`config.mk`:
```
export PLATFORM = sky130hd
export DESIGN_NAME = hs_to_stream_adapter_flat
export DESIGN_NICKNAME = d
export VERILOG_FILES = /design/src/rtl/hs_stream_pkg.sv /design/src/rtl/hs_to_stream_adapter_if.sv /design/src/rtl/hs_to_stream_fifo.sv /design/src/rtl/hs_to_stream_adapter.sv /design/src/flat_wrapper.sv
export SDC_FILE = /design/constraint.sdc
export NUM_CORES = 1
export LEC_CHECK = 0
export ABC_CLOCK_PERIOD_IN_PS = 2400
export CAP_MARGIN = 15
export CORE_ASPECT_RATIO = 1.25
export CORE_MARGIN = 8
export CORE_UTILIZATION = 35
export DETAILED_ROUTE_END_ITERATION = 10
export SLEW_MARGIN = 0
export SYNTH_ARGS = -nofsm -noshare
export SYNTH_HDL_FRONTEND = slang
export SYNTH_SLANG_ARGS = --single-unit
```
`constraint.sdc`:
```
create_clock -name aclk -period 2.4 [get_ports aclk]
set_input_delay 0.6 -clock aclk [delete_from_list [all_inputs] [get_ports aclk]]
set_output_delay 0.6 -clock aclk [all_outputs]
set_load 0.05 [all_outputs]
```
`src/rtl/hs_stream_pkg.sv`:
```
// Shared widths and elaboration helpers for the ap_hs <-> AXI4-Stream adapters.
package hs_stream_pkg;

  localparam int HS_DATA_W = 64;
  localparam int PKT_CNT_W = 16;

  // Ceiling log2, evaluated at elaboration time for pointer and level widths.
  function automatic int clog2(input int value);
    int r;
    r = 0;
    for (int i = 0; i < 31; i++) begin
      if ((1 << i) < value) r = i + 1;
    end
    return r;
  endfunction

endpackage

```
`src/rtl/hs_to_stream_adapter_if.sv`:
```
// Producer-side ap_hs port plus the outbound AXI4-Stream channel of the adapter.
interface hs_to_stream_adapter_if;
  import hs_stream_pkg::*;

  logic [HS_DATA_W-1:0] in_hs;
  logic                 in_hs_ap_vld;
  logic                 in_hs_ap_ack;
  logic [HS_DATA_W-1:0] outStream_tdata;
  logic                 outStream_tvalid;
  logic                 outStream_tready;
  logic                 outStream_tlast;

  // Adapter view: consumes ap_hs words, drives the stream.
  modport slave (
    input  in_hs,
    input  in_hs_ap_vld,
    output in_hs_ap_ack,
    output outStream_tdata,
    output outStream_tvalid,
    input  outStream_tready,
    output outStream_tlast
  );

  // Environment view: accelerator producer and downstream stream sink.
  modport master (
    output in_hs,
    output in_hs_ap_vld,
    input  in_hs_ap_ack,
    input  outStream_tdata,
    input  outStream_tvalid,
    output outStream_tready,
    input  outStream_tlast
  );

endinterface

```
`src/rtl/hs_to_stream_fifo.sv`:
```
// Synchronous DEPTH-entry FIFO with registered fill level; storage itself is never reset.
module hs_to_stream_fifo
  import hs_stream_pkg::*;
#(
  parameter int DEPTH  = 4,
  parameter int DATA_W = HS_DATA_W
) (
  input  logic                   clk,
  input  logic                   rst,
  input  logic                   push,
  input  logic [DATA_W-1:0]      wr_data,
  input  logic                   pop,
  output logic [DATA_W-1:0]      rd_data,
  output logic                   full,
  output logic                   empty,
  output logic [clog2(DEPTH):0]  occupancy
);

  localparam int AW = clog2(DEPTH);
  localparam logic [AW-1:0] PTR_ONE  = AW'(1);
  localparam logic [AW:0]   OCC_ONE  = (AW+1)'(1);
  localparam logic [AW:0]   FULL_LVL = (AW+1)'(DEPTH);

  logic [DATA_W-1:0] mem [DEPTH];
  logic [AW-1:0]     wr_ptr;
  logic [AW-1:0]     rd_ptr;
  logic [AW:0]       occ_q;
  logic              push_ok;
  logic              pop_ok;

  assign full    = (occ_q == FULL_LVL);
  assign empty   = (occ_q == '0);
  assign push_ok = push && !full;
  assign pop_ok  = pop && !empty;

  assign rd_data   = mem[rd_ptr];
  assign occupancy = occ_q;

  // Pointers wrap naturally because DEPTH is a power of two.
  always_ff @(posedge clk or posedge rst) begin
    if (rst) begin
      wr_ptr <= '0;
      rd_ptr <= '0;
      occ_q  <= '0;
    end else begin
      if (push_ok) wr_ptr <= wr_ptr + PTR_ONE;
      if (pop_ok)  rd_ptr <= rd_ptr + PTR_ONE;
      case ({push_ok, pop_ok})
        2'b10:   occ_q <= occ_q + OCC_ONE;
        2'b01:   occ_q <= occ_q - OCC_ONE;
        default: occ_q <= occ_q;
      endcase
    end
  end

  always_ff @(posedge clk) begin
    if (push_ok) mem[wr_ptr] <= wr_data;
  end

endmodule

```
`src/rtl/hs_to_stream_adapter.sv`:
```
// ap_hs producer port to AXI4-Stream master, buffered by a small FIFO, with TLAST from a word counter.
module hs_to_stream_adapter
  import hs_stream_pkg::*;
#(
  parameter int DEPTH   = 4,
  parameter int PKT_LEN = 0
) (
  input  logic                    aclk,
  input  logic                    areset,
  hs_to_stream_adapter_if.slave   hs,
  output logic [clog2(DEPTH):0]   occupancy
);

  localparam bit                   PKT_EN   = (PKT_LEN != 0);
  localparam logic [PKT_CNT_W-1:0] PKT_LAST = PKT_CNT_W'(PKT_EN ? PKT_LEN - 1 : 0);
  localparam logic [PKT_CNT_W-1:0] CNT_ONE  = PKT_CNT_W'(1);

  if (DEPTH < 2 || (DEPTH & (DEPTH - 1)) != 0) begin : g_bad_depth
    $error("hs_to_stream_adapter: DEPTH must be a power of two >= 2");
  end
  if (PKT_LEN < 0 || PKT_LEN > 65535) begin : g_bad_pkt_len
    $error("hs_to_stream_adapter: PKT_LEN must be in 0..65535");
  end

  logic                 full;
  logic                 empty;
  logic                 push;
  logic                 pop;
  logic [HS_DATA_W-1:0] head_data;
  logic [PKT_CNT_W-1:0] pkt_cnt;
  logic                 tlast;

  // Ack and valid come only from the registered fill level, so neither
  // handshake input reaches the opposite side combinationally.
  assign hs.in_hs_ap_ack     = !full;
  assign hs.outStream_tvalid = !empty;
  assign hs.outStream_tdata  = head_data;
  assign hs.outStream_tlast  = tlast;

  assign push = hs.in_hs_ap_vld && !full;
  assign pop  = hs.outStream_tready && !empty;

  hs_to_stream_fifo #(
    .DEPTH  (DEPTH),
    .DATA_W (HS_DATA_W)
  ) u_fifo (
    .clk       (aclk),
    .rst       (areset),
    .push      (push),
    .wr_data   (hs.in_hs),
    .pop       (pop),
    .rd_data   (head_data),
    .full      (full),
    .empty     (empty),
    .occupancy (occupancy)
  );

  // Zero-length packets mean every word closes its own packet.
  assign tlast = PKT_EN ? (pkt_cnt == PKT_LAST) : 1'b1;

  always_ff @(posedge aclk or posedge areset) begin
    if (areset) begin
      pkt_cnt <= '0;
    end else if (pop && PKT_EN) begin
      pkt_cnt <= tlast ? '0 : pkt_cnt + CNT_ONE;
    end
  end

endmodule

```
`src/flat_wrapper.sv`:
```
// flat-port wrapper written by rule: the top's interface ports become plain ports
module hs_to_stream_adapter_flat import hs_stream_pkg::*;
#(
  parameter int DEPTH   = 4,
  parameter int PKT_LEN = 0
)
  (aclk, areset, occupancy, hs_in_hs, hs_in_hs_ap_vld, hs_in_hs_ap_ack, hs_outStream_tdata, hs_outStream_tvalid, hs_outStream_tready, hs_outStream_tlast);
  hs_to_stream_adapter_if hs_i ();
  input  logic aclk;
  input  logic areset;
  output logic [clog2(DEPTH):0] occupancy;
  input wire logic [$bits(hs_i.in_hs)-1:0] hs_in_hs;
  input wire logic [$bits(hs_i.in_hs_ap_vld)-1:0] hs_in_hs_ap_vld;
  output wire logic [$bits(hs_i.in_hs_ap_ack)-1:0] hs_in_hs_ap_ack;
  output wire logic [$bits(hs_i.outStream_tdata)-1:0] hs_outStream_tdata;
  output wire logic [$bits(hs_i.outStream_tvalid)-1:0] hs_outStream_tvalid;
  input wire logic [$bits(hs_i.outStream_tready)-1:0] hs_outStream_tready;
  output wire logic [$bits(hs_i.outStream_tlast)-1:0] hs_outStream_tlast;
  assign hs_i.in_hs = hs_in_hs;
  assign hs_i.in_hs_ap_vld = hs_in_hs_ap_vld;
  assign hs_in_hs_ap_ack = hs_i.in_hs_ap_ack;
  assign hs_outStream_tdata = hs_i.outStream_tdata;
  assign hs_outStream_tvalid = hs_i.outStream_tvalid;
  assign hs_i.outStream_tready = hs_outStream_tready;
  assign hs_outStream_tlast = hs_i.outStream_tlast;
  hs_to_stream_adapter #(.DEPTH(DEPTH), .PKT_LEN(PKT_LEN)) u_core (.aclk(aclk), .areset(areset), .hs(hs_i), .occupancy(occupancy));
endmodule
```
== After elaboration in Yosys (flattened, before gate mapping) ==
Memories as Yosys holds them, arrays and structs flattened.
Index checks and enable logic that the tools add are counted.
Widths: inputs -> output; s select.
Word-level totals
  bits in registers: 7
  bits in latches: 0
  bits in writable memories: 256
  bits in read-only memories: 0
  input port bits: 68
  output and inout port bits: 70
  memories: 1
Memory list
  u_core.u_fifo.mem: words 4, width 64, rd ports 1, clocked after Yosys merged registers in 0, write ports 1, RTL line hs_to_stream_fifo.sv:24  | logic [DATA_W-1:0] mem [DEPTH];
Cells by class
  add/subtract/negate cells: 4
  $mul: 0
  divide/modulo/power cells: 0
  magnitude comparators: 0
  equal/unequal tests: 3
  shifts and indexed selects: 0
  mux-type cells: 3
  bitwise gates (word level): 0
  reduce and logical (&&, ||, !) cells: 8
Operators by type and width (count)
  $pmux 3 s2: 1
  $add 2x1->2 const B: 2
  $logic_and 1x1->1: 4
  $add 3x1->3 const B: 1
  $eq 3x3->1 const B: 1
  $logic_not 3->1: 1
  $sub 3x1->3 const B: 1
  $eq 2x1->1 const B: 1
  $eq 2x2->1 const B: 1
  $logic_not 1->1: 2
  $mux 1: 2
  $reduce_bool 2->1: 1

== Logic depth before layout (Yosys ltp) ==
  depth after elaboration: 6
  depth in mapped cells: 9

== By module ==
A second synthesis with hierarchy kept.
Unflattened totals
  cell total of the unflattened synthesis: 378
  area, all modules: 9690.5 sq um
By module, submodules not included
  hs_to_stream_fifo: instances 1, cells each 372, area an instance 9659.3 sq um, sequential area each 7862.5 sq um
  hs_to_stream_adapter: instances 1, cells each 6, area an instance 31.3 sq um, sequential area each 0.0 sq um

== Worst setup path after synthesis ==
Ideal clock, no wire load.
  path type: register to register
  start point: reg u_core.u_fifo.occ_q[2], in the netlist u_core.u_fifo.occupancy[2]
  end point: reg u_core.u_fifo.occ_q[2], in the netlist u_core.u_fifo.occupancy[2]
  setup time: 0.082 ns
  data arrival time: 2.421 ns
  required time: 2.318 ns
  setup slack: -0.103 ns
  cell stages (with the launch flop): 10
  clock period less this slack: 2.503 ns
  cell sequence: dfrtp_1 -> or3b_4 -> and2_4 -> inv_1 -> ha_1 -> inv_1 -> fa_1 -> xor2_1 -> nor2_1 -> xor2_1
On the way
  word-level cells in the longest chain between the ends: 6
  elaborated cells on any way between the ends: 14
Ends and longest elaborated chain
  start: declaration: RTL line hs_to_stream_fifo.sv:27  | logic [AW:0] occ_q;
  start signal: assignment: RTL line hs_to_stream_fifo.sv:49  | 2'b10: occ_q <= occ_q + OCC_ONE;
  start signal: assignment: RTL line hs_to_stream_fifo.sv:50  | 2'b01: occ_q <= occ_q - OCC_ONE;
  start signal: assignment: RTL line hs_to_stream_fifo.sv:51  | default: occ_q <= occ_q;
  $eq 3x3->1 *: RTL line hs_to_stream_fifo.sv:31  | assign full = (occ_q == FULL_LVL);
  $logic_not 1->1 *
  via hs_in_hs_ap_ack: RTL line flat_wrapper.sv:14  | output wire logic [$bits(hs_i.in_hs_ap_ack)-1:0] hs_in_hs_ap_ack;
  $logic_and 1x1->1: RTL line hs_to_stream_adapter.sv:40  | assign push = hs.in_hs_ap_vld && !full;
  $logic_and 1x1->1 *: RTL line hs_to_stream_fifo.sv:33  | assign push_ok = push && !full;
  $eq 2x1->1 or $eq 2x2->1 (tied branches): RTL line hs_to_stream_fifo.sv:48  | case ({push_ok, pop_ok})
  $pmux 3 s2 or $reduce_bool 2->1 (tied branches)
Mark *: on every way through the listed nets, which the timed path passes. The rest lies on a longest branch.
A chain may end at the register's enable or synchronous reset.

== Worst setup path after layout ==
  start point: reg u_core.u_fifo.rd_ptr[0]
  end point: out hs_outStream_tdata[38]
On the way
  word-level cells in the longest chain between the ends: 1
Ends and longest elaborated chain
  start: declaration: RTL line hs_to_stream_fifo.sv:26  | logic [AW-1:0] rd_ptr;
  start signal: assignment: RTL line hs_to_stream_fifo.sv:47  | if (pop_ok) rd_ptr <= rd_ptr + PTR_ONE;
  $mem_v2 4x64
  end: declaration: RTL line flat_wrapper.sv:15  | output wire logic [$bits(hs_i.outStream_tdata)-1:0] hs_outStream_tdata;
Every way passes these cells.

==> flow_results.xml <==
<?xml version="1.0" encoding="UTF-8"?>
<metrics>
  <group name="global_routing">
    <metric name="first_global_vias" unit="">5061</metric>
    <metric name="gr-total-overflow" unit="">0</metric>
    <metric name="global_route_wire_length_before_repair" unit="µm">29950</metric>
    <metric name="grt_util_all_layers" unit="">0.1182</metric>
    <metric name="largest_net_degree_at_the_start_of_global_routing" unit="">43</metric>
    <metric name="antenna_violations_before_repair" unit="">1</metric>
  </group>
  <group name="critical_path">
    <metric name="cp_cell_sequence" unit="">buf_12 -&gt; buf_16 -&gt; mux4_2 -&gt; buf_12</metric>
    <metric name="timing_worst_setup_path_type" unit="">flop to primary output</metric>
    <metric name="worst_r2r_startpoint" unit="">u_core.u_fifo.occupancy[1]$_DFFE_PP0P_</metric>
    <metric name="cp.required" unit="ps">1800</metric>
    <metric name="critPathTopFamily" unit="">multiplexers</metric>
    <metric name="timing.critical_path.slowest_cell_delay" unit="ps">550</metric>
    <metric name="critical_path.n_buffers_inverters" unit="">3</metric>
    <metric name="timing.critical_path.arrival" unit="ps">2010</metric>
    <metric name="critPathSlowestCell" unit="">mux4_2</metric>
    <metric name="critical_path_peak_fanout" unit="">12</metric>
    <metric name="setup.worst_path.end_class" unit="">primary output</metric>
    <metric name="crit_path_start_kind" unit="">flop</metric>
    <metric name="worstSetupStartpoint" unit="">u_core.u_fifo.rd_ptr[0]$_DFFE_PP0P_</metric>
    <metric name="crit_top_cell" unit="">buf_12</metric>
  </group>
  <group name="min_path">
    <metric name="hold_path_class" unit="">input port to asynchronous set/reset pin</metric>
  </group>
  <group name="floorplan">
    <metric name="die_area" unit="µm²">33190</metric>
    <metric name="coreArea" unit="µm²">27400</metric>
    <metric name="die_boundary_height" unit="µm">201.7</metric>
    <metric name="number_of_top_level_design_ports" unit="">138</metric>
    <metric name="die_x" unit="µm">164.6</metric>
    <metric name="initial_utilization" unit="">0.3524</metric>
    <metric name="placementRows" unit="">68</metric>
  </group>
  <group name="synthesis">
    <metric name="synth_area_per_cell" unit="µm²">25.82</metric>
    <metric name="yosysWarningCount" unit="">0</metric>
    <metric name="ys_dominant_reg_cell" unit="">edfxtp_1</metric>
    <metric name="yosys.cell_types.count" unit="">22</metric>
    <metric name="post_synth_most_frequent_cells" unit="">edfxtp_1, mux4_2, dfrtp_1, inv_1</metric>
    <metric name="async_flop_share" unit="">0.02662</metric>
    <metric name="synth-seq-cells" unit="">263</metric>
    <metric name="yosys-top-cells-area" unit="">edfxtp_1, mux4_2, dfrtp_1, ha_1, buf_4</metric>
    <metric name="synth_cells" unit="">374</metric>
    <metric name="synth_most_common_cell" unit="">edfxtp_1</metric>
    <metric name="yosysTopAreaCellShare" unit="">0.7962</metric>
    <metric name="synth_nets" unit="">448</metric>
    <metric name="synth_area_leader_cell" unit="">edfxtp_1</metric>
    <metric name="synth-edff-count" unit="">256</metric>
    <metric name="synthesis.area" unit="µm²">9656</metric>
    <metric name="synth_seq_area_share" unit="">0.8143</metric>
  </group>
  <group name="routing">
    <metric name="detailroute.via_count" unit="">4410</metric>
    <metric name="count_of_antenna_violating_nets_left_after_detailed_routing" unit="">0</metric>
    <metric name="dr.pass1.iters" unit="">4</metric>
    <metric name="dr.first_iter.drc_count" unit="">178</metric>
    <metric name="routed_wl" unit="µm">19990</metric>
    <metric name="avgViaCountPerCell" unit="">4.825</metric>
    <metric name="remaining_drc_errors" unit="">0</metric>
    <metric name="routed_wire_length_per_instance" unit="µm">21.87</metric>
  </group>
  <group name="sta">
    <metric name="final.setup_skew" unit="ps">10.44</metric>
    <metric name="slew-limit-headroom" unit="">0.6572</metric>
    <metric name="final-hold-violation-count" unit="">0</metric>
    <metric name="achievable-frequency" unit="MHz">383.0</metric>
    <metric name="period_needed" unit="ps">2611</metric>
    <metric name="final_max_slew_viol_count" unit="">0</metric>
    <metric name="setup_repair_after_global_routing_missed_its_margin" unit="">yes</metric>
    <metric name="fin_ws" unit="ps">-210.9</metric>
    <metric name="setup-violations-final" unit="">64</metric>
    <metric name="whs" unit="ps">329.8</metric>
    <metric name="setup_tns" unit="ps">-11270</metric>
    <metric name="post-route-period-util" unit="">1.088</metric>
    <metric name="tightest_slew" unit="ps">513.4</metric>
  </group>
  <group name="pwr">
    <metric name="seqPwrFrac" unit="">0.332</metric>
    <metric name="worst_ir_drop_on_vdd" unit="V">0.0009403</metric>
    <metric name="power.static_leakage" unit="nW">4.356</metric>
    <metric name="p_int" unit="W">0.01211</metric>
    <metric name="power_density" unit="nW/µm²">1471</metric>
    <metric name="switching_share" unit="">0.3638</metric>
    <metric name="totalPowerFinal" unit="W">0.01903</metric>
    <metric name="p_switching" unit="W">0.006925</metric>
    <metric name="clockPowerShare" unit="">0.186</metric>
    <metric name="power_frac_comb" unit="">0.482</metric>
  </group>
  <group name="layout">
    <metric name="layoutNonFillerInstCount" unit="">914</metric>
    <metric name="area_growth_syn_to_fin" unit="%">34.00</metric>
    <metric name="antenna_diode_instance_count" unit="">0</metric>
    <metric name="final.fill_count" unit="">2277</metric>
    <metric name="drive_gt1_frac" unit="">0.3652</metric>
    <metric name="layout.nets" unit="">626</metric>
    <metric name="multi_input_comb_area" unit="µm²">1695</metric>
    <metric name="final-seq-area" unit="µm²">7874</metric>
  </group>
  <group name="cts">
    <metric name="cts-buffers-inserted" unit="">25</metric>
    <metric name="ctsLongestPathBuffers" unit="">3</metric>
    <metric name="cts-root-buf" unit="">clkbuf_16</metric>
    <metric name="cts-htree-levels" unit="">1</metric>
    <metric name="cts_tree" unit="">yes</metric>
    <metric name="insertion_delay" unit="ps">510</metric>
    <metric name="clk_pin_slew_worst_paths" unit="ps">70</metric>
    <metric name="tritoncts_num_sinks" unit="">263</metric>
    <metric name="hold_buffers" unit="">0</metric>
  </group>
  <group name="run_status">
    <metric name="outcome" unit="">finished with violations</metric>
    <metric name="violations_in_the_final_reports" unit="">negative setup slack</metric>
  </group>
  <group name="placed_design">
    <metric name="routabilityCongestion" unit="">0.7323</metric>
    <metric name="dp_worst_setup_slack" unit="ps">-83.11</metric>
    <metric name="number_of_instances_in_the_placed_design" unit="">860</metric>
    <metric name="io_buffer_count" unit="">136</metric>
    <metric name="hpwl" unit="µm">11960</metric>
  </group>
  <group name="run">
    <metric name="count_of_maximum_capacitance_violations" unit="">0</metric>
  </group>
</metrics>
layer usage:
layer  wire, µm  global-route usage  part of all wire  vias up
met5         15                   0           0.00075        -
met4        370             0.02901             0.019        2
met3       1167             0.02842             0.058       29
met2      10520              0.2133              0.53      111
met1       7922              0.1374              0.40     2319
li1           -                   -                 -     1949
flip-flops by register name, summed over array words and instances (netlist names):
name	cells
u_core.u_fifo.occupancy	3
u_core.u_fifo.rd_ptr	2
u_core.u_fifo.wr_ptr	2
u_core.u_fifo.mem	256
metrics by stage:
stage	utilization	cell area [µm²]
6_report	0.4723	12940
5_1_grt	0.4723	12940
4_1_cts	0.4678	12820
3_5_place_dp	0.4300	11780
3_3_place_gp	0.4300	11780
2_1_floorplan	-	9659
path summary, 6_finish.rpt:
check                      depth (start not counted)  slack (ps)                                endpoint
min in group aclk                                  1         530  u_core.u_fifo.occupancy[2]$_DFFE_PP0P_
max                                                4        -210                  hs_outStream_tdata[38]
min reg2reg                                        1         530  u_core.u_fifo.occupancy[2]$_DFFE_PP0P_
max reg2reg                                        9         110  u_core.u_fifo.occupancy[2]$_DFFE_PP0P_
min                                                2         330  u_core.u_fifo.occupancy[0]$_DFFE_PP0P_
max in group asynchronous                          2        1800     u_core.u_fifo.rd_ptr[1]$_DFFE_PP0P_
layout by cell type (no fill, tap or decap), types with 3 or more instances in the layout:
cell type	n
xnor2_1	3
clkdlybuf4s50_1	68
dfrtp_2	3
clkbuf_1	4
mux4_2	64
buf_4	10
and3_4	4
clkinv_2	5
clkinv_1	3
buf_12	36
buf_6	41
xor2_1	3
clkbuf_16	28
edfxtp_1	256
inv_1	7
buf_16	5
ha_1	5
timing repair:
item / in CTS / in global routing
setup buffers: 3 / 4
endpoints found under the setup margin: 64 / 67
resized for setup: 47 / 2
pin swaps: 0 / 1
cloned: 4 / 4
area by class of cell:
type	count	share of cell area
Clock buffer	29	0.04951
Clock inverter	10	0.005705
Inverter	7	0.002031
Multi-Input combinational cell	89	0.1310
Sequential cell	263	0.6085
Tap cell	350	0.03385
Timing Repair Buffer	166	0.1693
kinds of logic after synthesis:
group / after synthesis / share of synthesized area
adder cells (fa/ha/maj): 6 / 0.008553
AND/OR/NAND/NOR: 9 / 0.006738
multiplexers: 66 / 0.1519
other: 1 / 0.0003884
AO/OA/AOI/OAI: 1 / 0.001037
flip-flops: 263 / 0.8143
buffers and inverters: 22 / 0.01166
XOR/XNOR: 6 / 0.005444
power groups by stage:
| stage | Clock, W | Sequential (W) | Combinational, W |
|---|---|---|---|
| finish | 0.00353 | 0.00633 | 0.00918 |
| detailed placement | 0 | 0.00644 | 0.00838 |
| floorplan | 0 | 0.00643 | 0.00509 |
| global route | 0.00382 | 0.00640 | 0.00960 |
| CTS | 0.00366 | 0.00635 | 0.00915 |
| global placement | 0 | 0.00636 | 0.00831 |
(Power assumes the default switching activity.)
